<file path="src/rtl/hand_reader.sv">
// Collects a hand of NUM_CARDS distinct cards (0..51), rejecting duplicates and
// out-of-range indices, then classifies the hand one cycle after the last card.
module hand_reader #(
    parameter int unsigned NUM_CARDS = 7
) (
    input  logic       clk,
    input  logic       rst,
    input  logic       start,
    input  logic       card_valid,
    input  logic [5:0] card,
    output logic       card_ready,
    output logic       dup_err,
    output logic       range_err,
    output logic [2:0] count,
    output logic       busy,
    output logic       done,
    output logic [3:0] hand_class,
    output logic [3:0] high_rank
);

    typedef enum logic [1:0] {StIdle, StCollect, StEval, StDone} state_t;

    state_t      r_state;
    state_t      w_state_next;
    logic [51:0] r_mask;
    logic [2:0]  r_rank_cnt [0:12];
    logic [2:0]  r_suit_cnt [0:3];
    logic [2:0]  r_count;
    logic        r_dup_err;
    logic        r_range_err;
    logic [3:0]  r_class;
    logic [3:0]  r_high;

    logic [63:0] w_mask_ext;
    logic        w_hs;
    logic        w_range;
    logic        w_held;
    logic        w_accept;
    logic        w_last;
    logic [3:0]  w_rank;
    logic [1:0]  w_suit;

    // Five consecutive ranks, including the ace-low wheel.
    function automatic logic f_straight(input logic [12:0] v);
        logic hit;
        hit = v[12] & v[0] & v[1] & v[2] & v[3];
        for (int lo = 0; lo <= 8; lo++) begin
            if (&v[lo +: 5]) hit = 1'b1;
        end
        return hit;
    endfunction

    assign w_mask_ext = {12'b0, r_mask};
    assign w_hs       = card_valid && card_ready && !start;
    assign w_range    = (card >= 6'd52);
    assign w_held     = w_mask_ext[card];
    assign w_accept   = w_hs && !w_range && !w_held;
    assign w_last     = w_accept && (r_count == 3'(NUM_CARDS - 1));
    assign w_rank     = 4'(card % 6'd13);
    assign w_suit     = 2'(card / 6'd13);

    always_ff @(posedge clk or posedge rst) begin
        if (rst) begin
            r_state <= StIdle;
        end else begin
            r_state <= w_state_next;
        end
    end

    always_comb begin
        w_state_next = r_state;
        if (start) begin
            w_state_next = StCollect;
        end else begin
            unique case (r_state)
                StIdle:    w_state_next = StIdle;
                StCollect: if (w_last) w_state_next = StEval;
                StEval:    w_state_next = StDone;
                StDone:    w_state_next = StDone;
                default:   w_state_next = StIdle;
            endcase
        end
    end

    // Hand evaluation from the registered mask and counters.
    logic [12:0] w_or;
    logic        w_sf;
    logic        w_straight;
    logic        w_flush;
    logic        w_quads;
    logic [3:0]  w_n2;
    logic [3:0]  w_n3;
    logic [3:0]  w_class;
    logic [3:0]  w_high;

    always_comb begin
        w_or       = '0;
        w_sf       = 1'b0;
        w_flush    = 1'b0;
        w_quads    = 1'b0;
        w_n2       = '0;
        w_n3       = '0;
        w_high     = '0;
        for (int s = 0; s < 4; s++) begin
            w_or = w_or | r_mask[s*13 +: 13];
            if (f_straight(r_mask[s*13 +: 13])) w_sf = 1'b1;
            if (r_suit_cnt[s] >= 3'd5) w_flush = 1'b1;
        end
        w_straight = f_straight(w_or);
        for (int r = 0; r < 13; r++) begin
            if (r_rank_cnt[r] >= 3'd2) w_n2 = w_n2 + 4'd1;
            if (r_rank_cnt[r] >= 3'd3) w_n3 = w_n3 + 4'd1;
            if (r_rank_cnt[r] == 3'd4) w_quads = 1'b1;
            if (r_rank_cnt[r] != 3'd0) w_high = 4'(r);
        end
        // A trips rank also counts toward w_n2, so full house needs a second pair-or-better.
        if (w_sf)                               w_class = 4'd8;
        else if (w_quads)                       w_class = 4'd7;
        else if (w_n3 >= 4'd1 && w_n2 >= 4'd2)  w_class = 4'd6;
        else if (w_flush)                       w_class = 4'd5;
        else if (w_straight)                    w_class = 4'd4;
        else if (w_n3 >= 4'd1)                  w_class = 4'd3;
        else if (w_n2 >= 4'd2)                  w_class = 4'd2;
        else if (w_n2 >= 4'd1)                  w_class = 4'd1;
        else                                    w_class = 4'd0;
    end

    always_ff @(posedge clk or posedge rst) begin
        if (rst) begin
            r_mask      <= '0;
            r_count     <= '0;
            r_dup_err   <= 1'b0;
            r_range_err <= 1'b0;
            r_class     <= '0;
            r_high      <= '0;
            for (int r = 0; r < 13; r++) r_rank_cnt[r] <= '0;
            for (int s = 0; s < 4; s++) r_suit_cnt[s] <= '0;
        end else begin
            r_dup_err   <= 1'b0;
            r_range_err <= 1'b0;
            if (start) begin
                r_mask  <= '0;
                r_count <= '0;
                r_class <= '0;
                r_high  <= '0;
                for (int r = 0; r < 13; r++) r_rank_cnt[r] <= '0;
                for (int s = 0; s < 4; s++) r_suit_cnt[s] <= '0;
            end else begin
                if (w_hs) begin
                    if (w_range) begin
                        r_range_err <= 1'b1;
                    end else if (w_held) begin
                        r_dup_err <= 1'b1;
                    end
                end
                if (w_accept) begin
                    r_mask[card]       <= 1'b1;
                    r_rank_cnt[w_rank] <= r_rank_cnt[w_rank] + 3'd1;
                    r_suit_cnt[w_suit] <= r_suit_cnt[w_suit] + 3'd1;
                    r_count            <= r_count + 3'd1;
                end
                if (r_state == StEval) begin
                    r_class <= w_class;
                    r_high  <= w_high;
                end
            end
        end
    end

    assign card_ready = (r_state == StCollect);
    assign busy       = (r_state == StCollect) || (r_state == StEval);
    assign done       = (r_state == StDone);
    assign dup_err    = r_dup_err;
    assign range_err  = r_range_err;
    assign count      = r_count;
    assign hand_class = r_class;
    assign high_rank  = r_high;

endmodule

</file>
<file path="config.mk">
export PLATFORM = sky130hd
export DESIGN_NAME = hand_reader
export DESIGN_NICKNAME = d
export VERILOG_FILES = /design/src/rtl/hand_reader.sv
export SDC_FILE = /design/constraint.sdc
export NUM_CORES = 1
export LEC_CHECK = 0
export ABC_AREA = 1
export BUFFER_PORTS_ARGS = -buffer_cell sky130_fd_sc_hd__buf_2
export CORE_ASPECT_RATIO = 2
export CORE_MARGIN = 1.5
export CORE_UTILIZATION = 64
export CTS_CLUSTER_SIZE = 16
export DETAILED_ROUTE_END_ITERATION = 6
export PLACE_DENSITY = 0.83
export SETUP_SLACK_MARGIN = 0.1
export SYNTH_ARGS = -nofsm -noshare
export SYNTH_HDL_FRONTEND = slang
export SYNTH_SLANG_ARGS = --single-unit
</file>
<file path="constraint.sdc">
create_clock -name clk -period 8.6 [get_ports clk]
set_input_delay 1.72 -clock clk [delete_from_list [all_inputs] [get_ports clk]]
set_output_delay 1.72 -clock clk [all_outputs]
set_load 0.01 [all_outputs]
</file>
# [Word-level counts from Yosys, hierarchy flattened]
# Cells that the tools add are included.
[op_classes] n_addsub=27 bitwise_logic=26 n_div=2 muxes=150 magnitude_cmp=40 reduce_logical=74 n_eq_ne=18
[ops] op="5-bit AND reduction" count=45
[ops] op="4-bit 2-to-1 mux" count=40
[ops] op="52-bit 2-to-1 mux" count=2
[ops] op="4-bit by 1-bit adder with 4-bit output (second input constant)" count=24
[ops] op="1-bit 2-to-1 mux" count=79
[ops] op="3-bit by 2-bit >= comparator with 1-bit output (second input constant)" count=26
[ops] op="39-bit 2-to-1 mux" count=2
[ops] op="52-bit bitwise OR" count=1
[ops] op="3-bit equality test (second input constant)" count=14
[ops] op="39-bit bitwise mux" count=1
[ops] op="13-bit bitwise OR" count=3
[ops] op="3-bit 2-to-1 mux" count=12
[ops] op="3-bit nonzero test" count=12
[ops] op="12-bit 2-to-1 mux" count=2
[ops] op="1-bit AND" count=20
[ops] op="3-bit >= comparator (second input constant)" count=5
[ops] op="3-bit binary-select mux with 4-bit select" count=1
[ops] op="12-bit bitwise mux" count=1
[ops] op="3-bit demux with 4-bit select" count=1
[ops] op="3-bit by 1-bit adder with 3-bit output (second input constant)" count=3
[ops] op="1-bit logical AND" count=9
[ops] op="4-bit by 1-bit >= comparator with 1-bit output (second input constant)" count=2
[ops] op="2-bit 2-to-1 mux" count=4
[ops] op="6-bit by 7-bit less-than comparator with 1-bit output (second input constant)" count=1
[ops] op="other kinds (23)" count=27
[word_totals] regBits=118 out_inout_bits=16

# [Logic depth before layout (Yosys ltp)]
# Gate-level depths: netlist of the first run.
[logic_depth] depth_word=37 ltp_mapped=51 ltp_nobuf=51

# [Worst setup path after synthesis of the first run]
# Ideal clock, no wire load.
[synth_timing] path_type="flip-flop to flip-flop" from="register r_rank_cnt[35] (netlist bit)" to="register r_class[1], in the netlist hand_class[1]" setup_ns=0.116 path_stages_with_launch=44 period_less_slack_ns=6.641 setup_slack_ns=1.959 arrival_time_ns=6.525 required_time_ns=8.484 path_cell_list="dfrtp_1 > inv_1 > nand2_1 > inv_1 > ha_1 > inv_1 > nand2_1 > nand2_1 > inv_1 > ha_1 > or2_2 > nand2_1 > xnor2_1 > o21ai_0 > ha_1 > or2_2 > nand2_1 > xnor2_1 > (+8 left out) > or2_2 > nand2_1 > nand2_1 > o21ai_0 > a21oi_1 > ha_1 > or2_2 > nand2_1 > inv_1 > ha_1 > o21ai_0 > xor2_1 > xor2_1 > nand4_1 > o21ai_1 > nand3_1 > nand2_1 > nand2_1"
[synth_between] elab_chain_len=34 word_cells_on_any_way=73 classes_between="add/sub: 22; order compare: 4; eq/ne: 1; mux: 45; reduce/logical: 1"
[synth_lines] item="from (decl)" line_no="26" source="logic [2:0] r_rank_cnt [0:12];"
[synth_lines] item="from (signal, indexed assignment)" line_no="158" source="r_rank_cnt[w_rank] <= r_rank_cnt[w_rank] + 3'd1;"
[synth_lines] item="3-bit by 2-bit >= comparator with 1-bit output" line_no="111" source="if (r_rank_cnt[r] >= 3'd2) w_n2 = w_n2 + 4'd1;"
[synth_lines] item="4-bit 2-to-1 mux" line_no="111"
[synth_lines] item="4-bit by 1-bit adder with 4-bit output" line_no="111"
[synth_lines] item="4-bit 2-to-1 mux" line_no="111"
[synth_lines] item="4-bit by 1-bit adder with 4-bit output" line_no="111"
[synth_lines] item="4-bit 2-to-1 mux" line_no="111"
[synth_lines] item="4-bit by 1-bit adder with 4-bit output" line_no="111"
[synth_lines] item="4-bit 2-to-1 mux" line_no="111"
[synth_lines] item="(+18 left out)"
[synth_lines] item="2-bit 2-to-1 mux" line_no="122" source="else if (w_n3 >= 4'd1) w_class = 4'd3;"
[synth_lines] item="3-bit 2-to-1 mux" line_no="121" source="else if (w_straight) w_class = 4'd4;"
[synth_lines] item="3-bit 2-to-1 mux" line_no="120" source="else if (w_flush) w_class = 4'd5;"
[synth_lines] item="3-bit 2-to-1 mux" line_no="119" source="else if (w_n3 >= 4'd1 && w_n2 >= 4'd2) w_class = 4'd6;"
[synth_lines] item="3-bit 2-to-1 mux *" line_no="118" source="else if (w_quads) w_class = 4'd7;"
[synth_lines] item="4-bit 2-to-1 mux *" line_no="117" source="if (w_sf) w_class = 4'd8;"
[synth_lines] item="4-bit 2-to-1 mux *" line_no="162" source="if (r_state == StEval) begin"
[synth_lines] item="4-bit 2-to-1 mux *" line_no="141" source="if (start) begin"
[synth_lines] item="to (signal assigned)" line_no="163" source="r_class <= w_class;"
[synth_lines] item="to (decl)" line_no="31" source="logic [3:0] r_class;"
# Every way passes the cells marked *; elsewhere a longest branch is shown, timed or not. The select of a mux whose other input is x is not followed.
# A chain may end at the register's enable or synchronous reset.

# [Worst setup path after layout of the first run]
[layout_timing] from="register r_rank_cnt[37] (netlist bit)" to="register r_class[1], in the netlist hand_class[1]"
[layout_between] elab_chain_len=36 word_cells_on_any_way=78 classes_between="add/sub: 24; order compare: 4; eq/ne: 1; mux: 48; reduce/logical: 1"
[layout_lines] item="3-bit by 2-bit >= comparator with 1-bit output" line_no="111"
[layout_lines] item="1-bit 2-to-1 mux" line_no="111"
[layout_lines] item="4-bit by 1-bit adder with 4-bit output" line_no="111"
[layout_lines] item="4-bit 2-to-1 mux" line_no="111"
[layout_lines] item="4-bit by 1-bit adder with 4-bit output" line_no="111"
[layout_lines] item="4-bit 2-to-1 mux" line_no="111"
[layout_lines] item="4-bit by 1-bit adder with 4-bit output" line_no="111"
[layout_lines] item="4-bit 2-to-1 mux" line_no="111"
[layout_lines] item="(+20 left out)"
[layout_lines] item="2-bit 2-to-1 mux" line_no="122"
[layout_lines] item="3-bit 2-to-1 mux" line_no="121"
[layout_lines] item="3-bit 2-to-1 mux" line_no="120"
[layout_lines] item="3-bit 2-to-1 mux" line_no="119"
[layout_lines] item="3-bit 2-to-1 mux *" line_no="118"
[layout_lines] item="4-bit 2-to-1 mux *" line_no="117"
[layout_lines] item="4-bit 2-to-1 mux *" line_no="162"
[layout_lines] item="4-bit 2-to-1 mux *" line_no="141"
# Marked as above.

==> flow_summary.toml, run 1 <==
[outcome]
status = "finished clean"

[timing]
rsz0062_at_grt = "false"
fin_skew_ns = 0.01152
drv_slew = 0
post-route-min-period_ns = 7.393
hold_ws_ns = 0.4899
relSlewSlack = 0.2481
max_freq_mhz = 135.3
setup_viol = 0
tightestPinTransition_ns = 1.119
finalCritPeriodShare = 0.8596
finalHoldViolations = 0
setup_tns_ns = 0

[global_route]
grt_overflow = 0
met2_usage = 0.7774
grt_antenna_before_repair = 0
grt_util_met3 = 0.09547
grtUsageTotal = 0.4415
first_global_vias = 10360
grt_pass1_wl_um = 50760
grt_use_met1 = 0.3980
grt_max_degree = 71
grt.busiest_layer = "met2"

[synth]
netlist.area_leader.share = 0.3200
ys_ff_latch = 118
ys_types = 54
syn_area_um2 = 9229
synthMuxAreaShare = 0
synth-compound-area-share = 0.1878
postSynth.asyncResetShare = 1.000
yosys.area_share.adder = 0.04881
synthTopCellsByArea = "dfrtp_1 32%, nand2_1 13%, inv_1 9.5%"
synth_flop_cell = "dfrtp_1"
synthesis.nets = 1444
synth_top_family_by_area = "simple AND/OR/NAND/NOR gates"
synthCells = 1398
synth_edf_count = 0
synth.avg_cell_area_um2 = 6.601
synth_top_area_cell = "dfrtp_1"
yosys_warnings = 0
synthXorXnorAreaFrac = 0.01424
ys_seq_area_frac = 0.3200
synth_simple_gate_area_frac = 0.3106

[clocking]
clock-sinks = 118
clk_path_buf_depth = 2
numCtsBuffers = 17
ctsResizeCount = 0
postCtsSetupBuffers = 0
clk_pin_slew_worst_paths_ns = 0.06
cts_hold_buf = 0
cts_tree = "yes"
cts_root_buffer = "clkbuf_16"
htree_levels = 4
worstSkewPairLatency_ns = 0.43

[routing]
num_vias = 10078
firstDrtPassIters = 7
finalWirelength_um = 31520
postRouteAntennaNets = 0
detail_route.wl_per_cell_um = 19.46
drc = 0
drt_iter0_drc = 995
vias_per_cell = 6.221

[die]
coreArea_um2 = 13970
die_y_um = 172.8
rows = 61
ios = 26
die_x_um = 87.91
dieArea_um2 = 15190
start_util = 0.6608

[finish]
drive_above_1_share = 0.07966
final_nets = 1464
fin_cells = 1620
final_common_cell = "nand2_1"
area_growth_pct = 9.463
design_area_um2 = 10100
diodes = 0
most-common-layout-cells = "328 x nand2_1, 232 x inv_1, 173 x nand3_1"

[place]
dpl_cell_area_um2 = 9519
port-buffer-count = 25
dpl.cell_count = 1588
hpwl_um = 23630
place_congestion = 1.019

[power_and_ir_drop]
powerDensity_nw_per_um2 = 191.5
p_total_w = 0.001935
vdd_drop_max_uv = 204.2
p_leak_nw = 5.281

[worst_setup_path]
cp-start-kind = "flip-flop"
crit_path_end_kind = "flip-flop"
critical_path_arrival_ns = 7.71
r2r_start = "r_rank_cnt[37]"
path_common_cell = "nand2_1"
criticalPathCategory = "reg -> reg"
reg2regPathDepth = 43
worstPathRequired_ns = 8.92
r2r_slack_ns = 1.21
worstReg2RegEnd = "hand_class[1]"
critPathMaxStageDelay_ns = 0.37
cp_max_fo = 4
startpoint = "r_rank_cnt[37]"
crit_slowest_cell = "dfrtp_1"

[min_path]
hold_path_depth = 2
hp-start = "hand_class[1]"
min_to = "hand_class[1]"
hold_class = "reg -> reg"

[job]
drv_cap = 0
==> synth_stat cells, drive strengths merged (6+ instances only) <==
library cell	n
xnor2	6
o211ai	7
xor2	9
nor2	94
a221oi	11
inv	250
nand4	12
a31oi	10
o22ai	60
a21oi	90
buf	14
nand2	333
nor3	20
a22oi	6
o21ai	73
dfrtp	118
ha	36
o2111ai	9
nand3	173
or2	13
clkbuf	18
==> worst max-delay path, delay by kind of cell, from the launching register on <==
| family | cells | cell delay (ns) |
|---|---|---|
| DFF | 1 | 0.37 |
| buffers and inverters | 5 | 0.35 |
| xor gates and xnor gates | 4 | 0.53 |
| adders and majority gates | 7 | 1.92 |
| and+or+nand+nor | 17 | 2.63 |
| AOI/OAI and AO/OA | 10 | 1.43 |
==> state kept, by name, summed over array words and instances (netlist names) <==
name	count
count	3
r_suit_cnt	12
hand_class	4
dup_err	1
r_mask	52
r_rank_cnt	39
high_rank	4
r_state	2
range_err	1
==> through the flow <==
step,worst slack (ns),util
5_1_grt,0.4158,0.7233
4_1_cts,1.215,0.7233
3_3_place_gp,1.511,0.6815
2_1_floorplan,1.959,-
6_report,1.207,0.7233
3_5_place_dp,1.243,0.6815
==> layer usage <==
layer  vias to the layer above  routed length [µm]
li1                       4718                   -
met5                         -                   0
met2                       503               16680
met4                         0                3308
met1                      4645                9711
met3                       212                1820
==> cells by family (layout without fill, tap and decap cells) <==
logic type | Yosys count | after routing
flip-flops | 118 | 118
AND/OR/NAND/NOR | 657 | 657
buffers and inverters | 285 | 318
XOR/XNOR | 15 | 15
AO/OA/AOI/OAI | 287 | 287
adder cells (fa/ha/maj) | 36 | 36
==> where the power goes <==
group          internal (W)  switching [W]
logic              0.000185       0.000440
registers          0.000580      0.0000229
clock network      0.000410       0.000297
==> worst max path at each step <==
stage / depth (start not counted) / to / slack [ns]
3_3_place_gp: 43 / hand_class[1] / 1.51
2_1_floorplan: 43 / hand_class[1] / 1.96
5_1_grt: 48 / hand_class[0] / 0.42
4_1_cts: 43 / hand_class[1] / 1.21
6_report: 43 / hand_class[1] / 1.21
3_5_place_dp: 43 / hand_class[1] / 1.24
==> cell type report <==
class | instances | area, µm²
fillers | 1164 | 3865
clock inverters | 15 | 157.7
repair buffers | 33 | 185.2
multi-input cells | 995 | 5192
clock buffers | 17 | 425.4
inverters | 253 | 952.2
well taps | 189 | 236.5
flip-flops and latches | 118 | 2953
No activity file was read; power rests on OpenSTA's default activity.
==> inputs of run 2 (changes only) <==
--- a/config.mk
+++ b/config.mk
@@ -6,11 +6,10 @@
 export NUM_CORES = 1
 export LEC_CHECK = 0
 export ABC_AREA = 1
-export BUFFER_PORTS_ARGS = -buffer_cell sky130_fd_sc_hd__buf_2
+export BUFFER_PORTS_ARGS = -buffer_cell sky130_fd_sc_hd__buf_4
 export CORE_ASPECT_RATIO = 2
 export CORE_MARGIN = 1.5
 export CORE_UTILIZATION = 64
-export CTS_CLUSTER_SIZE = 16
 export DETAILED_ROUTE_END_ITERATION = 6
 export PLACE_DENSITY = 0.83
 export SETUP_SLACK_MARGIN = 0.1
==> run 2 against run 1 <==
The flow now finishes with violations (DRC). Highest routed layer unchanged. Hold slack about the same. Cell count about the same. Setup slack improved by 0.036 ns. Global-route usage decreased by 1.8 points. Combinational power grew 2%. Sequential cell count stayed put. Sequential share of layout area fell by 0.16 points. Die area stayed put. Core utilization increased by 0.39 points. Clock power decreased by 2%. Via count shrank 0.31%. Wire length shrank 2.5%.
==> flow_summary.toml, run 2 (synthesis gave the netlist of run 1 again) <==
[worst_setup_path]
cp_max_fo = 4
critical_path_arrival_ns = 7.67
critPathMaxStageDelay_ns = 0.37
cp-start-kind = "flip-flop"
cp.depth = 43
criticalPathCategory = "reg -> reg"
cp.buffers_inverters = 5
worstPathRequired_ns = 8.91
crit_slowest_cell = "dfrtp_1"
reg2regPathDepth = 43
path_common_cell = "nand2_1"
crit_family = "simple AND/OR/NAND/NOR gates"
crit_path_end_kind = "flip-flop"

[clocking]
clock-sinks = 118
ctsResizeCount = 0
clk_path_buf_depth = 2
htree_levels = 4
cts_root_buffer = "clkbuf_16"
numCtsBuffers = 17
worstSkewPairLatency_ns = 0.42
clk_pin_slew_worst_paths_ns = 0.06
postCtsSetupBuffers = 0
cts_tree = "yes"
cts_hold_buf = 0

[min_path]
hold_class = "reg -> reg"
hold_path_depth = 2

[finish]
top_register = "r_mask"
diodes = 0
final_common_cell = "nand2_1"
largest_reg_flops = 52
area_growth_pct = 10.06
most-common-layout-cells = "328 x nand2_1, 232 x inv_1, 173 x nand3_1"
largestRegisters = "r_mask (52), r_rank_cnt (39), r_suit_cnt (12)"
final_nets = 1464
final_util = 0.7272
drive_above_1_share = 0.07762

[timing]
finalCritPeriodShare = 0.8555
setup_tns_ns = 0
fin_skew_ns = 0.007758
setup_viol = 0
max_freq_mhz = 135.9
post-route-min-period_ns = 7.357
relSlewSlack = 0.3055
finalHoldViolations = 0
rsz0062_at_grt = "false"
drv_slew = 0
tightestPinTransition_ns = 1.034

[global_route]
grt_overflow = 0
grt_antenna_before_repair = 0
grt_pass1_wl_um = 48550
first_global_vias = 9993
grtUsageTotal = 0.4239
grt_max_degree = 72

[place]
hpwl_um = 23080
place_congestion = 1.009
port-buffer-count = 25

[routing]
postRouteAntennaNets = 0
detail_route.wl_per_cell_um = 18.98
firstDrtPassIters = 7
drc = 2
drt_iter0_drc = 936
vias_per_cell = 6.206
num_vias = 10047
finalWirelength_um = 30720

[power_and_ir_drop]
switchingPower_w = 0.0007120
vdd_drop_max_uv = 227.1
powerDensity_nw_per_um2 = 190.3
p_seq_frac = 0.312
clockPowerShare = 0.359
p_leak_nw = 5.293
pwr-share-comb = 0.330
p_int_w = 0.001221
p_sw_frac = 0.3683

[die]
dieArea_um2 = 15190
coreArea_um2 = 13970
die_x_um = 87.91
die_y_um = 172.8
rows = 61
ios = 26
start_util = 0.6608

[outcome]
violations = "DRC"
status = "complete, but fails checks"

[job]
drv_cap = 0
-- run 2: cell type report --
cell class | instances | area (µm²)
well taps | 189 | 236.5
multi-input cells | 995 | 5192
clock buffers | 22 | 474.2
inverters | 253 | 952.2
clock inverters | 9 | 101.3
flip-flops and latches | 118 | 2953
fillers | 1242 | 3810
repair buffers | 33 | 247.7
-- run 2: final timing paths --
| kind | start | endpoint | slack, ns |
|---|---|---|---|
| max in group asynchronous | rst | r_suit_cnt[5] | 5.85 |
| worst max-delay path | r_rank_cnt[34] | hand_class[1] | 1.24 |
| worst min-delay path | high_rank[1] | high_rank[1] | 0.49 |
| min in group asynchronous | rst | r_state[0] | 1.38 |
| worst min register to register | high_rank[1] | high_rank[1] | 0.49 |
| worst max register to register | r_rank_cnt[34] | hand_class[1] | 1.24 |
-- run 2: stage by stage --
step	total power [W]	hold WS, ns	std cells	cell area (µm²)	worst slack, ns
6_report	0.001933	0.4898	1619	10160	1.243
2_1_floorplan	0.001061	0.5012	1398	9229	1.959
4_1_cts	0.001917	0.4931	1619	10160	1.252
5_1_grt	0.002032	0.5267	1619	10160	0.5222
3_3_place_gp	0.001211	0.4672	1588	9582	1.531
3_5_place_dp	0.001229	0.4797	1588	9582	1.264
-- run 2: power groups by stage --
stage          clock [W]  sequential, W  combinational (W)
2_1_floorplan          0       0.000610           0.000451
3_3_place_gp           0       0.000610           0.000601
3_5_place_dp           0       0.000611           0.000618
4_1_cts         0.000693       0.000602           0.000622
5_1_grt         0.000714       0.000606           0.000712
6_report        0.000693       0.000603           0.000637
-- run 2: worst min-delay path: stages, from the launching register on --
cell and delay, ns:
dfrtp_1 0.34, nand2_1 0.05, nand2_1 0.06
-- run 2: metal layers --
layer | global-route usage | vias up | wire length, µm
li1 | - | 4708 | -
met1 | 0.3840 | 4665 | 9600
met2 | 0.7548 | 458 | 16040
met3 | 0.07971 | 216 | 1654
met4 | 0.3770 | 0 | 3424
met5 | 0 | - | 0
==> inputs of run 3 (changes only) <==
--- a/config.mk
+++ b/config.mk
@@ -7,7 +7,7 @@
 export LEC_CHECK = 0
 export ABC_AREA = 1
 export BUFFER_PORTS_ARGS = -buffer_cell sky130_fd_sc_hd__buf_4
-export CORE_ASPECT_RATIO = 2
+export CORE_ASPECT_RATIO = 1.25
 export CORE_MARGIN = 1.5
 export CORE_UTILIZATION = 64
 export DETAILED_ROUTE_END_ITERATION = 6
==> run 3 against run 2 <==
The flow still finishes with violations (DRC). Via count down 1.5%. First-iteration DRC count is 8.0% lower. Setup slack better by 0.14 ns. Highest routed layer unchanged.
==> flow_summary.toml, run 3 (synthesis gave the netlist of run 1 again) <==
[global_route]
grtUsageTotal = 0.3750
grt_overflow = 0
grt_antenna_before_repair = 0
grt_max_degree = 71
first_global_vias = 9602
grt_pass1_wl_um = 45400

[clocking]
postCtsSetupBuffers = 0
clk_pin_slew_worst_paths_ns = 0.06
worstSkewPairLatency_ns = 0.41
cts_tree = "yes"
cts_hold_buf = 0
numCtsBuffers = 17
ctsResizeCount = 0
htree_levels = 4
cts_root_buffer = "clkbuf_16"
clock-sinks = 118
clk_path_buf_depth = 2

[min_path]
hp-start = "high_rank[1]"
hold_class = "reg -> reg"
hold_path_depth = 2
min_to = "high_rank[1]"

[worst_setup_path]
r2r_start = "r_rank_cnt[35]"
critPathMaxStageDelay_ns = 0.38
critical_path_arrival_ns = 7.52
cp_max_fo = 4
path_common_cell = "nand2_1"
crit_slowest_cell = "dfrtp_1"
worstReg2RegEnd = "hand_class[1]"
r2r_slack_ns = 1.39
cp-start-kind = "flip-flop"
reg2regPathDepth = 46
crit_path_end_kind = "flip-flop"
criticalPathCategory = "reg -> reg"
worstPathRequired_ns = 8.91

[place]
place_congestion = 1.030
port-buffer-count = 25
hpwl_um = 20090
dpl.cell_count = 1573

[timing]
finalHoldViolations = 0
relSlewSlack = 0.3065
max_freq_mhz = 138.6
rsz0062_at_grt = "false"
setup_tns_ns = 0
setup_viol = 0
fin_skew_ns = 0.008913
tightestPinTransition_ns = 1.014
drv_slew = 0
finalCritPeriodShare = 0.8388
post-route-min-period_ns = 7.214

[outcome]
status = "complete, but fails checks"
violations = "DRC"

[routing]
drt_iter0_drc = 861
drc = 13
detail_route.wl_per_cell_um = 17.24
firstDrtPassIters = 7
finalWirelength_um = 27670
vias_per_cell = 6.164
postRouteAntennaNets = 0
num_vias = 9893

[die]
ios = 26
start_util = 0.6624
rows = 48
dieArea_um2 = 15150
coreArea_um2 = 13930
die_y_um = 137.3
die_x_um = 110.4

[finish]
area_growth_pct = 10.17
largestRegisters = "r_mask (52), r_rank_cnt (39), r_suit_cnt (12)"
fin_cells = 1605
final_common_cell = "nand2_1"
largest_reg_flops = 52
top_register = "r_mask"
most-common-layout-cells = "328 x nand2_1, 232 x inv_1, 173 x nand3_1"
multiInputGateArea_um2 = 5187
regArea_um2 = 2953
n_fill_cell = 1197
drive_above_1_share = 0.07832
final_nets = 1463
diodes = 0

[job]
drv_cap = 0

[power_and_ir_drop]
vdd_drop_max_uv = 126.8
p_leak_nw = 5.298
powerDensity_nw_per_um2 = 192.2
==> run 3: cell count changes in the layout (fill, tap and decap cells not counted), sizes merged <==
cell / delta
inv: +1
clkinv: +2
clkbuf: -4
bufinv: +1
buf: -1
clkinvlp: +1
==> run 3: where the power goes <==
part	internal, W	total (W)	switching, W
clock	0.000466	0.000739	0.000274
combinational	0.000194	0.000613	0.000418
sequential	0.000580	0.000602	0.0000218
total	0.00124	0.00195	0.000714
==> run 3: cell type report <==
type,instances,share of cell area
Multi-Input combinational cell,995,0.5102
Clock buffer,18,0.04319
Inverter,253,0.09365
Tap cell,175,0.02154
Sequential cell,118,0.2904
Timing Repair Buffer,32,0.02363
Clock inverter,14,0.01735
==> run 3: worst max-delay path by stage <==
stage                         end      startpoint  slack, ns
finish              hand_class[1]  r_rank_cnt[35]       1.39
global route        hand_class[1]  r_rank_cnt[35]       0.60
CTS                 hand_class[1]  r_rank_cnt[35]       1.35
detailed placement  hand_class[1]  r_rank_cnt[35]       1.36
global placement    hand_class[0]  r_rank_cnt[33]       1.60
floorplan           hand_class[1]  r_rank_cnt[35]       1.96
==> run 3: metal layers <==
metal,vias up,share of wire,routed length [µm],track usage
met5,-,0,0,0
met4,0,0.077,2144,0.2642
met3,173,0.070,1940,0.06599
met2,488,0.49,13640,0.6701
met1,4504,0.36,9948,0.4061
li1,4728,-,-,-
==> run 3: worst max-delay path, delay by kind of cell (launching register included) <==
kind                       cells  cell delay (ns)
and+or+nand+nor               22             2.61
adders and majority gates      7             1.90
buffers and inverters          8             0.47
AOI/OAI and AO/OA              8             1.72
xor gates and xnor gates       1             0.07
DFF                            1             0.38
==> run 3: stage by stage <==
| stage | setup slack, ns | power [W] | utilization | area, µm² | hold slack, ns |
|---|---|---|---|---|---|
| global placement | 1.598 | 0.001198 | 0.6855 | 9552 | 0.4694 |
| global route | 0.5980 | 0.002070 | 0.7297 | 10170 | 0.5120 |
| finish | 1.386 | 0.001954 | 0.7297 | 10170 | 0.4910 |
| floorplan | 1.959 | 0.001061 | - | 9229 | 0.5012 |
| detailed placement | 1.358 | 0.001213 | 0.6855 | 9552 | 0.4735 |
| CTS | 1.347 | 0.001946 | 0.7297 | 10170 | 0.4911 |
